===== config.mk =====
export PLATFORM = sky130hd
export DESIGN_NAME = mvm_row_sequencer_flat
export DESIGN_NICKNAME = d
export VERILOG_FILES = /design/src/rtl/mvm_row_sequencer_if.sv /design/src/rtl/mvm_row_sequencer.sv /design/src/flat_wrapper.sv
export SDC_FILE = /design/constraint.sdc
export NUM_CORES = 1
export LEC_CHECK = 0
export CORE_MARGIN = 2
export CORE_UTILIZATION = 51
export DETAILED_ROUTE_END_ITERATION = 10
export HOLD_SLACK_MARGIN = 0.06
export PLACE_DENSITY = 0.82
export SETUP_SLACK_MARGIN = 0.1
export SLEW_MARGIN = 15
export SYNTH_ARGS = -nofsm -noshare
export SYNTH_HDL_FRONTEND = slang
export SYNTH_SLANG_ARGS = --single-unit

===== constraint.sdc =====
create_clock -name CLOCK_50 -period 3.3 [get_ports CLOCK_50]
set_clock_uncertainty 0.2 [all_clocks]
set_input_delay 0.495 -clock CLOCK_50 [delete_from_list [all_inputs] [get_ports CLOCK_50]]
set_output_delay 0.495 -clock CLOCK_50 [all_outputs]
set_load 0.05 [all_outputs]

===== src/rtl/mvm_row_sequencer_if.sv =====
// Job control, fetch strobe and result-stream bundle of the MVM row sequencer.
// The slave modport is the sequencer's view; master is the surrounding datapath.
interface mvm_row_sequencer_if #(
  parameter int N      = 8,
  parameter int ROW_W  = 8,
  parameter int TILE_W = 4
);
  logic              start;
  logic [ROW_W-1:0]  num_rows;
  logic [TILE_W-1:0] num_tiles;
  logic              busy;
  logic              done;
  logic              mem_rd_en;
  logic [ROW_W-1:0]  mem_row;
  logic [TILE_W-1:0] mem_tile;
  logic [N-1:0]      mvm_v;
  logic              res_valid;
  logic              res_ready;
  logic [N-1:0]      res_data;
  logic [ROW_W-1:0]  res_row;

  modport slave (
    input  start, num_rows, num_tiles, mvm_v, res_ready,
    output busy, done, mem_rd_en, mem_row, mem_tile, res_valid, res_data, res_row
  );

  modport master (
    output start, num_rows, num_tiles, mvm_v, res_ready,
    input  busy, done, mem_rd_en, mem_row, mem_tile, res_valid, res_data, res_row
  );
endinterface


===== src/rtl/mvm_row_sequencer.sv =====
// Row-by-row MVM job sequencer: issues tile fetches, accumulates results, streams row sums.
// MVM_SEQ_TILE_ACC_EN enables multi-tile saturating accumulation; otherwise one tile per row.
module mvm_row_sequencer #(
  parameter int N      = 8,
  parameter int ROW_W  = 8,
  parameter int TILE_W = 4,
  parameter int LAT    = 2
) (
  input  logic CLOCK_50,
  input  logic reset_n,
  mvm_row_sequencer_if.slave bus
);
  typedef enum logic [2:0] {IDLE, ISSUE, DRAIN, OUT, FIN} state_t;

  state_t            state_q, state_d;
  logic [ROW_W-1:0]  row_q, row_d, r_q, r_d, res_row_q, res_row_d;
  logic [TILE_W-1:0] t_q, t_d, tile_q, tile_d, t_in;
  logic [N-1:0]      acc_q, acc_d, res_data_q, res_data_d, acc_add;
  logic [LAT-1:0]    vld_q, vld_d;
  logic              zero_q, zero_d;
  logic              rd_en;

  // In-flight tracker: bit LAT-1 marks the cycle the matching mvm_v is valid.
  for (genvar gi = 0; gi < LAT; gi++) begin : g_vld
    if (gi == 0) begin : g_head
      assign vld_d[gi] = rd_en;
    end else begin : g_tail
      assign vld_d[gi] = vld_q[gi-1];
    end
  end

`ifdef MVM_SEQ_TILE_ACC_EN
  logic [N:0] acc_sum;
  assign acc_sum      = {1'b0, acc_q} + {1'b0, bus.mvm_v};
  assign acc_add      = acc_sum[N] ? {N{1'b1}} : acc_sum[N-1:0];
  assign t_in         = (bus.num_tiles == '0) ? TILE_W'(1) : bus.num_tiles;
  assign bus.mem_tile = rd_en ? tile_q : '0;
`else
  logic unused_tiles;
  assign unused_tiles = ^bus.num_tiles;
  assign acc_add      = bus.mvm_v;
  assign t_in         = TILE_W'(1);
  assign bus.mem_tile = '0;
`endif

  always_comb begin
    state_d    = state_q;
    row_d      = row_q;
    r_d        = r_q;
    t_d        = t_q;
    tile_d     = tile_q;
    zero_d     = zero_q;
    res_data_d = res_data_q;
    res_row_d  = res_row_q;
    rd_en      = 1'b0;
    acc_d      = vld_q[LAT-1] ? acc_add : acc_q;
    case (state_q)
      IDLE: begin
        if (bus.start) begin
          r_d    = bus.num_rows;
          t_d    = t_in;
          row_d  = '0;
          tile_d = '0;
          if (bus.num_rows == '0) begin
            // An empty job still spends one busy cycle before its done pulse.
            state_d = FIN;
            zero_d  = 1'b1;
          end else begin
            state_d = ISSUE;
            acc_d   = '0;
          end
        end
      end
      ISSUE: begin
        rd_en = 1'b1;
        if (tile_q == t_q - TILE_W'(1)) begin
          tile_d  = '0;
          state_d = DRAIN;
        end else begin
          tile_d = tile_q + TILE_W'(1);
        end
      end
      DRAIN: begin
        if (vld_q == '0) begin
          state_d    = OUT;
          res_data_d = acc_q;
          res_row_d  = row_q;
        end
      end
      OUT: begin
        if (bus.res_ready) begin
          if (row_q == r_q - ROW_W'(1)) begin
            state_d = FIN;
          end else begin
            row_d   = row_q + ROW_W'(1);
            state_d = ISSUE;
            acc_d   = '0;
          end
        end
      end
      FIN: begin
        if (zero_q) zero_d = 1'b0;
        else        state_d = IDLE;
      end
      default: state_d = IDLE;
    endcase
  end

  always_ff @(posedge CLOCK_50) begin
    if (!reset_n) begin
      state_q    <= IDLE;
      row_q      <= '0;
      r_q        <= '0;
      t_q        <= '0;
      tile_q     <= '0;
      acc_q      <= '0;
      res_data_q <= '0;
      res_row_q  <= '0;
      vld_q      <= '0;
      zero_q     <= 1'b0;
    end else begin
      state_q    <= state_d;
      row_q      <= row_d;
      r_q        <= r_d;
      t_q        <= t_d;
      tile_q     <= tile_d;
      acc_q      <= acc_d;
      res_data_q <= res_data_d;
      res_row_q  <= res_row_d;
      vld_q      <= vld_d;
      zero_q     <= zero_d;
    end
  end

  assign bus.mem_rd_en = rd_en;
  assign bus.mem_row   = rd_en ? row_q : '0;
  assign bus.busy      = (state_q == ISSUE) || (state_q == DRAIN) || (state_q == OUT) ||
                         ((state_q == FIN) && zero_q);
  assign bus.done      = (state_q == FIN) && !zero_q;
  assign bus.res_valid = (state_q == OUT);
  assign bus.res_data  = res_data_q;
  assign bus.res_row   = res_row_q;
endmodule

===== src/flat_wrapper.sv =====
// flat-port wrapper written by rule: the top's interface ports become plain ports
module mvm_row_sequencer_flat 
#(
  parameter int N      = 8,
  parameter int ROW_W  = 8,
  parameter int TILE_W = 4,
  parameter int LAT    = 2
)
  (CLOCK_50, reset_n, bus_start, bus_num_rows, bus_num_tiles, bus_mvm_v, bus_res_ready, bus_busy, bus_done, bus_mem_rd_en, bus_mem_row, bus_mem_tile, bus_res_valid, bus_res_data, bus_res_row);
  mvm_row_sequencer_if #(.N(N), .ROW_W(ROW_W), .TILE_W(TILE_W)) bus_i ();
  input  logic CLOCK_50;
  input  logic reset_n;
  input wire logic [$bits(bus_i.start)-1:0] bus_start;
  input wire logic [$bits(bus_i.num_rows)-1:0] bus_num_rows;
  input wire logic [$bits(bus_i.num_tiles)-1:0] bus_num_tiles;
  input wire logic [$bits(bus_i.mvm_v)-1:0] bus_mvm_v;
  input wire logic [$bits(bus_i.res_ready)-1:0] bus_res_ready;
  output wire logic [$bits(bus_i.busy)-1:0] bus_busy;
  output wire logic [$bits(bus_i.done)-1:0] bus_done;
  output wire logic [$bits(bus_i.mem_rd_en)-1:0] bus_mem_rd_en;
  output wire logic [$bits(bus_i.mem_row)-1:0] bus_mem_row;
  output wire logic [$bits(bus_i.mem_tile)-1:0] bus_mem_tile;
  output wire logic [$bits(bus_i.res_valid)-1:0] bus_res_valid;
  output wire logic [$bits(bus_i.res_data)-1:0] bus_res_data;
  output wire logic [$bits(bus_i.res_row)-1:0] bus_res_row;
  assign bus_i.start = bus_start;
  assign bus_i.num_rows = bus_num_rows;
  assign bus_i.num_tiles = bus_num_tiles;
  assign bus_i.mvm_v = bus_mvm_v;
  assign bus_i.res_ready = bus_res_ready;
  assign bus_busy = bus_i.busy;
  assign bus_done = bus_i.done;
  assign bus_mem_rd_en = bus_i.mem_rd_en;
  assign bus_mem_row = bus_i.mem_row;
  assign bus_mem_tile = bus_i.mem_tile;
  assign bus_res_valid = bus_i.res_valid;
  assign bus_res_data = bus_i.res_data;
  assign bus_res_row = bus_i.res_row;
  mvm_row_sequencer #(.N(N), .ROW_W(ROW_W), .TILE_W(TILE_W), .LAT(LAT)) u_core (.CLOCK_50(CLOCK_50), .reset_n(reset_n), .bus(bus_i));
endmodule

==> results.md, run 1 <==
* slowest cell on the critical path: sky130_fd_sc_hd__a2111oi_0
* number of pins exceeding their max-slew limit in the final report: 0
* Boundary Pins: 56
* worst slew margin relative to its limit: 48.06%
* final weighted congestion in routability-driven placement: 0.8676
* Die Width: 75.21 um
* Die Outline Area: 5657 um2
* Slowest Stage Delay on Critical Path: 0.56 ns
* Pre-antenna DRT Iters: 5
* share of the synthesized area in the top cell type: 39.48%
* number of buffers inserted by port buffering: 47
* Final Hold Viols: 0
* post-cts resize count: 0
* starting density of the core: 53.69%
* met3 track utilization from global routing: 4.418%
* remaining global-route overflow: 0
* largest net degree at the start of global routing: 36
* Die Span Y: 75.21 um
* data arrival at the endpoint of the critical path: 3.08 ns
* most used flip-flop cell after synthesis: sky130_fd_sc_hd__dfxtp_1
* post-route setup slack: 0.2762 ns
* worst min-delay path category: reg2reg
* number of nets in the finished design: 387
* flop and latch count out of synthesis: 51
* Total GRT Usage: 23.48%
* total length of routed wires: 6.127 mm
* sequential cell area: 1021 um2
* Antenna diodes: 0
* number of H-tree levels: 2
* Max clock buf depth: 2
* multi-input logic area: 1418 um2
* number of clock sinks seen by CTS: 51
* delay-heaviest family, CP: compound AO/OA/AOI/OAI gates
* via count of the first global-routing pass: 2367
* CTS clock-pin slew for the worst setup and hold paths: 0.10 ns
* result of the run: complete, no violations
* netlist area before placement: 2586 um2
* DP Wirelength: 4.161 mm
* pwr dens: 532.9 nW/um2
* fill cell instance count of the final layout: 422
* share of synthesized registers carrying an async set or reset: 0%
* Area growth syn-to-layout: 27.38%
* required time at the endpoint of the critical path: 3.36 ns
* shortest clock period the worst path allows after layout: 3.024 ns
* TritonCTS clock tree: built
* global routing met2 resource utilization: 41.33%
* synth warn: 0
* part of the Yosys area used for sequential elements: 39.48%
* overall power: 1.756 mW
* global-route layer with the greatest usage: met2
* number of instances in the synthesized netlist: 318
* Iteration-0 DRC Markers: 247
* first-pass GRT wire length: 10.23 mm
* core area: 4817 um2
* ranking of synthesized cells by instance count: sky130_fd_sc_hd__nand2_1, sky130_fd_sc_hd__dfxtp_1, sky130_fd_sc_hd__a21oi_1, sky130_fd_sc_hd__nor2_1
* Routed WL per cell: 14.32 um
* total via count after detailed routing: 2422
* buffering stage count on the worst path with inverters included: 2
* initial antenna violation count: 0
* max-cap viol count: 0
* critical path class: reg2reg
* number of unique standard cell types used by synthesis: 52
* worst path cell trace: inv_1, ha_1, o21bai_1, a2111oi_0, nor3_2, a2111oi_4, buf_4, a311o_2, and3_1
* Tightest Pin Transition: 0.7763 ns
* count of flip-flops with a built-in enable after synthesis: 0
* Crit. End Element: flip-flop
* number of standard-cell rows in the floorplan: 25
* Final Setup Violations: 0
* ratio of final minimum period to clock period: 91.63%
* buffer type at the clock tree root: sky130_fd_sc_hd__clkbuf_8
* average instance area after synthesis: 8.133 um2
* post-DR vias/cell: 5.659
* post-route ant nets: 0
* fraction of layout instances using a drive strength above 1: 13.85%
* Leakage: 1.217 nW
* Max Fclk: 330.7 MHz
* fraction of met1 tracks used by global routing: 28.30%
* leading area contributor after synthesis: sky130_fd_sc_hd__dfxtp_1
* number of standard cells in the layout, taps in and fillers out: 428
* worst-case vdd ir drop: 0.4269 mV
* clock latency on the worst-skew pair: 0.31 ns
* most used standard cell by instance count after synthesis: sky130_fd_sc_hd__nand2_1
* drt drc: 0
* post-route setup TNS: 0 ns
* Placed Cells incl. Taps: 417
* top area cells in the synthesized netlist: sky130_fd_sc_hd__dfxtp_1, sky130_fd_sc_hd__nand2_1, sky130_fd_sc_hd__a21oi_1
* unrepaired setup endpoints after global routing: false
* setup slack after placement: 0.1847 ns
* number of CTS-inserted buffers: 5
* startpoint type of the worst setup path: flip-flop
* highest net fanout along the worst path: 8
[repair_timing]
action,CTS,global route
hold buffers,0,0
buffers inserted,0,3
endpoints found under the setup margin,0,15
[layout make-up]
| cell class | instances | area share, % |
|---|---|---|
| multi-input combinational | 240 | 43.03 |
| sequential | 51 | 30.99 |
| timing repair buffer | 56 | 19.07 |
| tap | 67 | 2.545 |
| clock buffer | 6 | 2.507 |
| clock inverter | 2 | 1.177 |
| inverter | 6 | 0.6836 |
[stage by stage]
stage               hold slack [ns]  utilization [%]  area, um2
floorplan                    0.2294                -       2597
global placement             0.2372            65.40       3151
detailed placement           0.2482            65.40       3151
CTS                          0.2613            67.92       3272
global route                 0.2829            68.39       3294
finish                       0.2539            68.39       3294
[final timing paths]
kind | slack (ns) | start | cells past startpoint | to
setup reg to reg | 0.28 | u_core.r_q[0] | 9 | u_core.acc_q[2]
setup / recovery | 0.28 | u_core.r_q[0] | 9 | u_core.acc_q[2]
hold / removal | 0.25 | u_core.acc_q[4] | 2 | u_core.bus.res_data[4]
hold reg to reg | 0.25 | u_core.acc_q[4] | 2 | u_core.bus.res_data[4]
[metal layers]
metal | up-vias | part of all wire (%) | wire [um]
li1 | 1183 | - | -
met1 | 1148 | 41 | 2535
met2 | 79 | 52 | 3175
met3 | 12 | 5.0 | 309
met4 | 0 | 1.7 | 106
met5 | - | 0 | 0
[kinds of logic after synthesis]
family          synth area share (%)
flops                          39.48
fa+ha+maj                      1.452
other cells                   0.1450
xor+xnor                       3.725
compound gates                 16.50
mux                            3.483
buf+inv                        6.386
simple gates                   28.83
[tightest hold or removal path, delay by kind of cell (launching register included)]
kind,cells,cell delay (ns)
AOI/OAI and AO/OA,1,0.05
DFF,1,0.32
and+or+nand+nor,1,0.05
[registers in the layout (all words and copies together), names as in the netlist]
register,cells
u_core.bus.res_row,8
u_core.acc_q,8
u_core.vld_q,2
u_core.tile_q,4
u_core.bus.res_data,8
u_core.r_q,8
u_core.row_q,8
u_core.t_q,1
u_core.zero_q,1
u_core.state_q,3
[report_power, final]
part / switching (mW) / internal, mW
clock network: 0.217 / 0.250
registers: 0.0798 / 0.659
logic: 0.330 / 0.220
total: 0.627 / 1.13
[layout by cell type, fill, tap and decap left out, types with 2 or more instances in the layout]
| cell type | n |
|---|---|
| sky130_fd_sc_hd__and3_1 | 10 |
| sky130_fd_sc_hd__or4_1 | 2 |
| sky130_fd_sc_hd__clkbuf_8 | 6 |
| sky130_fd_sc_hd__nor2_1 | 22 |
| sky130_fd_sc_hd__a21oi_1 | 38 |
| sky130_fd_sc_hd__clkdlybuf4s50_1 | 38 |
| sky130_fd_sc_hd__o22ai_1 | 3 |
| sky130_fd_sc_hd__nor3_2 | 2 |
| sky130_fd_sc_hd__xor2_1 | 4 |
| sky130_fd_sc_hd__ha_1 | 3 |
| sky130_fd_sc_hd__buf_4 | 9 |
| sky130_fd_sc_hd__a31oi_1 | 4 |
| sky130_fd_sc_hd__dfxtp_1 | 51 |
| sky130_fd_sc_hd__buf_12 | 9 |
| sky130_fd_sc_hd__nand2_1 | 62 |
| sky130_fd_sc_hd__xnor2_1 | 7 |
| sky130_fd_sc_hd__inv_1 | 5 |
| sky130_fd_sc_hd__or4_2 | 5 |
| sky130_fd_sc_hd__and2_1 | 11 |
| sky130_fd_sc_hd__nand3b_1 | 2 |
| sky130_fd_sc_hd__nor3_1 | 3 |
| sky130_fd_sc_hd__nand2b_1 | 3 |
| sky130_fd_sc_hd__mux2_2 | 8 |
| sky130_fd_sc_hd__conb_1 | 4 |
| sky130_fd_sc_hd__nand3_1 | 8 |
| sky130_fd_sc_hd__nor3b_1 | 4 |
| sky130_fd_sc_hd__nor2b_1 | 2 |
| sky130_fd_sc_hd__nor4_1 | 3 |
| sky130_fd_sc_hd__o21ai_0 | 2 |
| sky130_fd_sc_hd__a21o_1 | 2 |
| sky130_fd_sc_hd__o31ai_1 | 5 |
Note: power is estimated with default switching activity, not from simulation.
==> run 2: changes to the inputs <==
CTS_CLUSTER_SIZE = 20   (was not set)
==> results of run 2 <==
Same layout as run 1: the final DEF is identical, and so are final timing and power.
